File: config.mk
export PLATFORM = sky130hd
export DESIGN_NAME = mii_rx_deframer
export DESIGN_NICKNAME = d
export VERILOG_FILES = /design/src/rtl/mii_rx_deframer.sv
export SDC_FILE = /design/constraint.sdc
export NUM_CORES = 1
export LEC_CHECK = 0
export ABC_AREA = 1
export ABC_CLOCK_PERIOD_IN_PS = 6000
export CELL_PAD_IN_SITES_DETAIL_PLACEMENT = 1
export CELL_PAD_IN_SITES_GLOBAL_PLACEMENT = 1
export CORE_MARGIN = 2
export CORE_UTILIZATION = 40
export CTS_CLUSTER_DIAMETER = 200
export CTS_CLUSTER_SIZE = 16
export DETAILED_ROUTE_END_ITERATION = 10
export HOLD_SLACK_MARGIN = 0.03
export PLACE_DENSITY_LB_ADDON = 0.15
export SYNTH_ARGS = -nofsm -noshare
export SYNTH_HDL_FRONTEND = slang
export SYNTH_SLANG_ARGS = --single-unit
File: constraint.sdc
create_clock -name clk -period 6 [get_ports clk]
set_clock_uncertainty 0.1 [all_clocks]
set_input_delay 1.2 -clock clk [delete_from_list [all_inputs] [get_ports clk]]
set_output_delay 1.2 -clock clk [all_outputs]
set_load 0.02 [all_outputs]
File: src/rtl/mii_rx_deframer.sv
// Purpose : MII receive deframer; strips start/preamble/SFD, idles and terminate, emits sop/eop/keep frames with length and error status.
// Latency : 2 cycles from a data word being sampled to it appearing on o_data (input register + one-word hold register).
// Backpressure: none; the MII stream cannot stall, so a word is consumed or discarded every cycle.
//
// Ports:
//   clk, i_rst_n            clock, synchronous active-low reset
//   i_mii_data, i_mii_ctrl  64-bit MII word, one control bit per byte lane (lane 0 first on the wire)
//   o_data, o_keep          frame bytes and contiguous byte-valid mask
//   o_valid, o_sop, o_eop   word qualifiers
//   o_frame_len, o_runt,
//   o_err_type              per-frame status, valid with o_eop
//   o_pre_err               one-cycle pulse on a start word with a bad preamble/SFD
module mii_rx_deframer #(
    parameter int          DATA_WIDTH      = 64,
    parameter int          CTRL_WIDTH      = 8,
    parameter logic [7:0]  IDLE_CODE       = 8'h07,
    parameter logic [7:0]  START_CODE      = 8'hFB,
    parameter logic [7:0]  TERM_CODE       = 8'hFD,
    parameter logic [7:0]  PREAMBLE_CODE   = 8'h55,
    parameter logic [7:0]  SFD_CODE        = 8'hD5,
    parameter int          MIN_FRAME_BYTES = 64,
    parameter int          MAX_FRAME_BYTES = 1518
) (
    input  logic                  clk,
    input  logic                  i_rst_n,
    input  logic [DATA_WIDTH-1:0] i_mii_data,
    input  logic [CTRL_WIDTH-1:0] i_mii_ctrl,
    output logic [DATA_WIDTH-1:0] o_data,
    output logic [CTRL_WIDTH-1:0] o_keep,
    output logic                  o_valid,
    output logic                  o_sop,
    output logic                  o_eop,
    output logic [15:0]           o_frame_len,
    output logic                  o_runt,
    output logic [1:0]            o_err_type,
    output logic                  o_pre_err
);

    typedef enum logic [1:0] {ST_IDLE, ST_DATA, ST_DROP} state_t;

    localparam logic [1:0] ERR_NONE  = 2'd0;
    localparam logic [1:0] ERR_CTRL  = 2'd1;
    localparam logic [1:0] ERR_OVER  = 2'd2;
    localparam logic [1:0] ERR_START = 2'd3;

    // Input register
    logic [DATA_WIDTH-1:0] in_dat_q;
    logic [CTRL_WIDTH-1:0] in_ctl_q;

    // FSM, hold register and byte counter
    state_t                state_q, state_d;
    logic                  hold_vld_q, hold_vld_d;
    logic [DATA_WIDTH-1:0] hold_dat_q, hold_dat_d;
    logic [CTRL_WIDTH-1:0] hold_keep_q, hold_keep_d;
    logic                  hold_sop_q, hold_sop_d;
    logic                  hold_eop_q, hold_eop_d;   // held word is a terminate word awaiting emission
    logic                  sop_pend_q, sop_pend_d;   // next word entering hold is the first of the frame
    logic [15:0]           cnt_q, cnt_d;

    // Output registers
    logic [DATA_WIDTH-1:0] out_dat_q, out_dat_d;
    logic [CTRL_WIDTH-1:0] out_keep_q, out_keep_d;
    logic                  out_vld_q, out_vld_d;
    logic                  out_sop_q, out_sop_d;
    logic                  out_eop_q, out_eop_d;
    logic [15:0]           out_len_q, out_len_d;
    logic                  out_runt_q, out_runt_d;
    logic [1:0]            out_err_q, out_err_d;
    logic                  pre_err_q, pre_err_d;

    // Decode of the registered input word
    logic                  start_lead, pre_ok, all_data, all_idle, has_term, tail_ok, term_ok;
    logic [2:0]            first_ctl;
    logic [CTRL_WIDTH-1:0] term_keep;
    logic [DATA_WIDTH-1:0] term_dat;
    logic                  over_full, over_term;

    // FSM scratch
    logic                  emit, emit_eop, close, take_start;
    logic [1:0]            emit_err, close_err;

    always_comb begin
        start_lead = (in_ctl_q == 8'h01) && (in_dat_q[7:0] == START_CODE);
        pre_ok     = (in_dat_q[DATA_WIDTH-1:8] == {SFD_CODE, {6{PREAMBLE_CODE}}});
        all_data   = (in_ctl_q == '0);
        all_idle   = (in_ctl_q == '1) && (in_dat_q == {8{IDLE_CODE}});

        // Lowest lane carrying a control character
        first_ctl = 3'd0;
        for (int i = CTRL_WIDTH - 1; i >= 0; i--) begin
            if (in_ctl_q[i]) first_ctl = i[2:0];
        end

        has_term  = 1'b0;
        tail_ok   = 1'b1;
        term_keep = '0;
        term_dat  = '0;
        for (int i = 0; i < CTRL_WIDTH; i++) begin
            if (in_ctl_q[i] && (in_dat_q[8*i +: 8] == TERM_CODE)) has_term = 1'b1;
            if (i > int'(first_ctl)) begin
                if (!in_ctl_q[i] || (in_dat_q[8*i +: 8] != IDLE_CODE)) tail_ok = 1'b0;
            end
            term_keep[i]       = (i < int'(first_ctl));
            term_dat[8*i +: 8] = term_keep[i] ? in_dat_q[8*i +: 8] : 8'h00;
        end
        term_ok = (in_ctl_q != '0) && (in_dat_q[{first_ctl, 3'b000} +: 8] == TERM_CODE) && tail_ok;

        over_full = ({1'b0, cnt_q} + 17'd8) > 17'(MAX_FRAME_BYTES);
        over_term = ({1'b0, cnt_q} + {14'd0, first_ctl}) > 17'(MAX_FRAME_BYTES);
    end

    always_comb begin
        state_d     = state_q;
        hold_vld_d  = hold_vld_q;
        hold_dat_d  = hold_dat_q;
        hold_keep_d = hold_keep_q;
        hold_sop_d  = hold_sop_q;
        hold_eop_d  = hold_eop_q;
        sop_pend_d  = sop_pend_q;
        cnt_d       = cnt_q;
        pre_err_d   = 1'b0;
        emit        = 1'b0;
        emit_eop    = 1'b0;
        emit_err    = ERR_NONE;
        close       = 1'b0;
        close_err   = ERR_NONE;
        take_start  = 1'b0;

        unique case (state_q)
            ST_IDLE: begin
                // A terminate word with data lanes leaves the frame one cycle after entering IDLE
                if (hold_eop_q) begin
                    emit       = 1'b1;
                    emit_eop   = 1'b1;
                    hold_vld_d = 1'b0;
                    hold_eop_d = 1'b0;
                end
                take_start = 1'b1;
            end
            ST_DATA: begin
                if (start_lead) begin
                    close      = 1'b1;
                    close_err  = ERR_START;
                    take_start = 1'b1;
                end else if (all_data) begin
                    if (over_full) begin
                        close     = 1'b1;
                        close_err = ERR_OVER;
                        state_d   = ST_DROP;
                    end else begin
                        emit        = hold_vld_q;
                        hold_vld_d  = 1'b1;
                        hold_dat_d  = in_dat_q;
                        hold_keep_d = '1;
                        hold_sop_d  = sop_pend_q;
                        sop_pend_d  = 1'b0;
                        cnt_d       = cnt_q + 16'd8;
                    end
                end else if (term_ok) begin
                    if (first_ctl == 3'd0) begin
                        close   = 1'b1;
                        state_d = ST_IDLE;
                    end else if (over_term) begin
                        close     = 1'b1;
                        close_err = ERR_OVER;
                        state_d   = ST_DROP;
                    end else begin
                        emit        = hold_vld_q;
                        hold_vld_d  = 1'b1;
                        hold_dat_d  = term_dat;
                        hold_keep_d = term_keep;
                        hold_sop_d  = sop_pend_q;
                        hold_eop_d  = 1'b1;
                        sop_pend_d  = 1'b0;
                        cnt_d       = cnt_q + {13'd0, first_ctl};
                        state_d     = ST_IDLE;
                    end
                end else begin
                    close     = 1'b1;
                    close_err = ERR_CTRL;
                    state_d   = ST_DROP;
                end
            end
            ST_DROP: begin
                if (start_lead)                take_start = 1'b1;
                else if (has_term || all_idle) state_d    = ST_IDLE;
            end
            default: state_d = ST_IDLE;
        endcase

        // Close the frame on the held word; an empty hold yields a keep=00 eop word
        if (close) begin
            emit       = 1'b1;
            emit_eop   = 1'b1;
            emit_err   = close_err;
            hold_vld_d = 1'b0;
            hold_eop_d = 1'b0;
            sop_pend_d = 1'b0;
        end

        // Start handling is shared by IDLE, DROP and a restart inside DATA
        if (take_start && start_lead) begin
            if (pre_ok) begin
                state_d    = ST_DATA;
                sop_pend_d = 1'b1;
                cnt_d      = 16'd0;
            end else begin
                pre_err_d = 1'b1;
                state_d   = ST_IDLE;
            end
        end

        out_vld_d  = emit;
        out_dat_d  = (emit && hold_vld_q) ? hold_dat_q  : '0;
        out_keep_d = (emit && hold_vld_q) ? hold_keep_q : '0;
        out_sop_d  = emit && (hold_vld_q ? hold_sop_q : sop_pend_q);
        out_eop_d  = emit_eop;
        out_len_d  = emit_eop ? cnt_q : 16'd0;
        out_runt_d = emit_eop && (cnt_q < 16'(MIN_FRAME_BYTES));
        out_err_d  = emit_eop ? emit_err : ERR_NONE;
    end

    always_ff @(posedge clk) begin
        if (!i_rst_n) begin
            in_dat_q    <= '0;
            in_ctl_q    <= '0;
            state_q     <= ST_IDLE;
            hold_vld_q  <= 1'b0;
            hold_dat_q  <= '0;
            hold_keep_q <= '0;
            hold_sop_q  <= 1'b0;
            hold_eop_q  <= 1'b0;
            sop_pend_q  <= 1'b0;
            cnt_q       <= 16'd0;
            out_dat_q   <= '0;
            out_keep_q  <= '0;
            out_vld_q   <= 1'b0;
            out_sop_q   <= 1'b0;
            out_eop_q   <= 1'b0;
            out_len_q   <= 16'd0;
            out_runt_q  <= 1'b0;
            out_err_q   <= 2'd0;
            pre_err_q   <= 1'b0;
        end else begin
            in_dat_q    <= i_mii_data;
            in_ctl_q    <= i_mii_ctrl;
            state_q     <= state_d;
            hold_vld_q  <= hold_vld_d;
            hold_dat_q  <= hold_dat_d;
            hold_keep_q <= hold_keep_d;
            hold_sop_q  <= hold_sop_d;
            hold_eop_q  <= hold_eop_d;
            sop_pend_q  <= sop_pend_d;
            cnt_q       <= cnt_d;
            out_dat_q   <= out_dat_d;
            out_keep_q  <= out_keep_d;
            out_vld_q   <= out_vld_d;
            out_sop_q   <= out_sop_d;
            out_eop_q   <= out_eop_d;
            out_len_q   <= out_len_d;
            out_runt_q  <= out_runt_d;
            out_err_q   <= out_err_d;
            pre_err_q   <= pre_err_d;
        end
    end

    assign o_data      = out_dat_q;
    assign o_keep      = out_keep_q;
    assign o_valid     = out_vld_q;
    assign o_sop       = out_sop_q;
    assign o_eop       = out_eop_q;
    assign o_frame_len = out_len_q;
    assign o_runt      = out_runt_q;
    assign o_err_type  = out_err_q;
    assign o_pre_err   = pre_err_q;

endmodule

==> flow_summary.ini <==
[outcome]
status = finished, final reports clean

[routing]
wl_per_cell_um = 16.5
wl_met3_um = 1020
wl_um = 30900
drtPass1Iterations = 4
drt_iter0_markers = 393
routed-wl-met2_um = 14800
drcViolationCount = 0
drt-met1-wl_um = 14300
highest_layer = met4
via_per_inst = 4.82
vias = 9019
antenna_left = 0

[placement]
place_congestion = 0.887
post-dp-hpwl_um = 23300
dp_worst_setup_slack_ns = 1.42
post_dp_cell_area_mm2 = 0.0128
placedCellCount = 1847
portBuffers = 168

[global_routing]
antenna_found_initial = 1
grt_pass1_vias = 9165
grt_max_degree = 83
grt_overflow_total = 0
grt_pass1_wl_um = 49300
track_usage = 0.216

[timing]
post-route-min-period_ns = 4.68
setup_ws_ns = 1.32
setup_viol = 0
tns_ns = 0
relSlewSlack = 0.328
whs_ns = 0.350
finalCritPeriodShare = 0.781
rsz0062_at_grt = no
clock.fmax_mhz = 213
finalHoldViolCount = 0
slew_viol_final = 0
tightestPinTransition_ns = 1.01

[flow_run]
max_cap_violations = 0

[worst_hold_path]
worstHoldEndpoint = o_keep[1]
whs_path_depth = 2
hold_start = hold_keep_q[1]
hold_class = flip-flop to flip-flop

[clocking]
clk_latency_ns = 0.52
cts_tree = yes
htreeDepth = 1
cts_resized = 0
hold_buffers = 0
root_buffer = clkbuf_16
cts_made_buffers = 20
clock_path_buffers = 3
cts.sinks = 261
clk_pin_slew_ns = 0.08
cts_setup_buffers = 0

[pwr]
seqPwrFrac = 0.562
net-switching-power_mw = 0.744
p_clk_frac = 0.378
power.density_mw_per_mm2 = 238
swShare = 0.234
combPwrFrac = 0.060
peakVddDrop_mv = 0.182
p_int_mw = 2.44
p_leak_nw = 5.18
fin_total_pwr_mw = 3.18

[die]
start_util = 0.406
die-area_mm2 = 0.0287
core_area_mm2 = 0.0270
ios = 169
die_x_um = 169
die_y_um = 169
rows = 60

[cells_and_area]
instances_no_fill = 1870
final_common_cell = nand2_1
fin_area_mm2 = 0.0133
nFillCells = 3319
drive_gt1_frac = 0.0988
final_cell_mix = nand2_1, dfxtp_1, inv_1, clkdlybuf4s50_1, a21oi_1
utilization = 0.495
final_net_count = 1612
syn2layout_area_growth_pct = 21.9

[critical_path]
setup.worst_path.start_class = flip-flop
cp_data_arrival_time_ns = 5.02
crit_type = flip-flop to flip-flop
crit_slowest_cell = o21ai_4
r2r_cells = 28
worstSetupEndpointType = flip-flop
crit_top_cell = nand2_1
r2r_setup_slack_ns = 1.32
worstPathRequired_ns = 6.33
reg2reg_from = in_ctl_q[6]
cp_max_fo = 82
reg2reg_to = hold_dat_q[49]
crit_path_max_incr_delay_ns = 0.52

[logic_synthesis]
synth_flop_cell = dfxtp_1
synth-seq-area-share = 0.477
async_flop_share = 0
synth_cell_types = 43
syn-num-nets = 1459
synth_edf_count = 0
yosysWarnings = 0
ys_seq_elements = 261
syn_inst = 1375
synth_area_per_cell_um2 = 7.96
syn_area_mm2 = 0.0110
synth.area.top_cells = dfxtp_1, nand2_1, inv_1
synth_top_area_frac = 0.477
synth_top_cell_by_area = dfxtp_1
[worst max path at each step]
stage | startpoint | depth (start not counted) | slack (ns) | endpoint
final | in_ctl_q[6] | 28 | 1.32 | hold_dat_q[49]
after global routing | in_ctl_q[2] | 22 | 0.86 | hold_dat_q[35]
after CTS | in_ctl_q[6] | 28 | 1.30 | hold_dat_q[14]
after detailed placement | in_ctl_q[6] | 28 | 1.42 | hold_dat_q[26]
after global placement | in_ctl_q[6] | 30 | 1.62 | o_data[34]
after floorplan | in_ctl_q[6] | 30 | 2.58 | o_data[0]
[state kept, by name, indices dropped and copies added, names as in the netlist, 2 cells and up]
signal	flops
state_q	2
o_keep	8
hold_dat_q	64
cnt_q	16
hold_keep_q	8
o_err_type	2
in_ctl_q	8
o_frame_len	16
in_dat_q	64
o_data	64
[cells by family (layout without fill, tap and decap cells)]
family | Yosys count | after routing | share of synthesized area
simple gates | 613 | 613 | 0.294
flops | 261 | 261 | 0.477
compound gates | 185 | 185 | 0.0937
fa+ha+maj | 10 | 10 | 0.0121
other cells | 0 | 1 | 0
xor+xnor | 10 | 10 | 0.00800
buf+inv | 296 | 449 | 0.115
[Yosys cell counts, types with 3 or more instances]
cell type	instances
a21oi_1	106
a211oi_1	3
inv_2	15
ha_1	9
clkinv_1	4
xor2_1	9
buf_2	10
buf_12	7
nor2_4	75
nor2_2	7
o21a_1	3
inv_1	233
clkbuf_1	22
nand2_2	6
nand2_4	6
nand4_1	27
nand2_1	316
nand3_1	35
o21ai_0	41
dfxtp_1	261
o211ai_1	13
nor2_1	95
nor3_1	18
a21boi_0	3
buf_6	3
o21ai_1	5
nor4_1	17
a22oi_1	3
[layer usage]
metal  vias to the layer above  global-route usage
met2                       173               0.372
met5                         -                   0
met1                      4269               0.287
met4                         0              0.0580
li1                       4531                   -
met3                        46              0.0259
[cell type report]
type	count	area [um2]	share of cell area
diodes	1	2.50	0.000187
clock inverters	2	32.5	0.00244
clock buffers	20	500	0.0375
flip-flops and latches	261	5230	0.391
repair buffers	175	1750	0.131
well taps	341	427	0.0320
inverters	252	946	0.0709
multi-input cells	818	4460	0.334
[critical path, delay by kind of cell (launching register included)]
family	cells	cell delay [ns]
flops	1	0.39
compound gates	4	0.92
fa+ha+maj	2	0.63
buf+inv	3	0.30
simple gates	19	2.16
[power by group through the flow]
| stage | Combinational (mW) | Sequential [mW] | Clock (mW) |
|---|---|---|---|
| 2_1_floorplan | 0.105 | 1.82 | 0 |
| 3_5_place_dp | 0.191 | 1.83 | 0 |
| 4_1_cts | 0.194 | 1.79 | 1.25 |
| 3_3_place_gp | 0.188 | 1.83 | 0 |
| 6_report | 0.192 | 1.79 | 1.20 |
| 5_1_grt | 0.215 | 1.79 | 1.31 |
No activity file was read; power rests on OpenSTA's default activity.
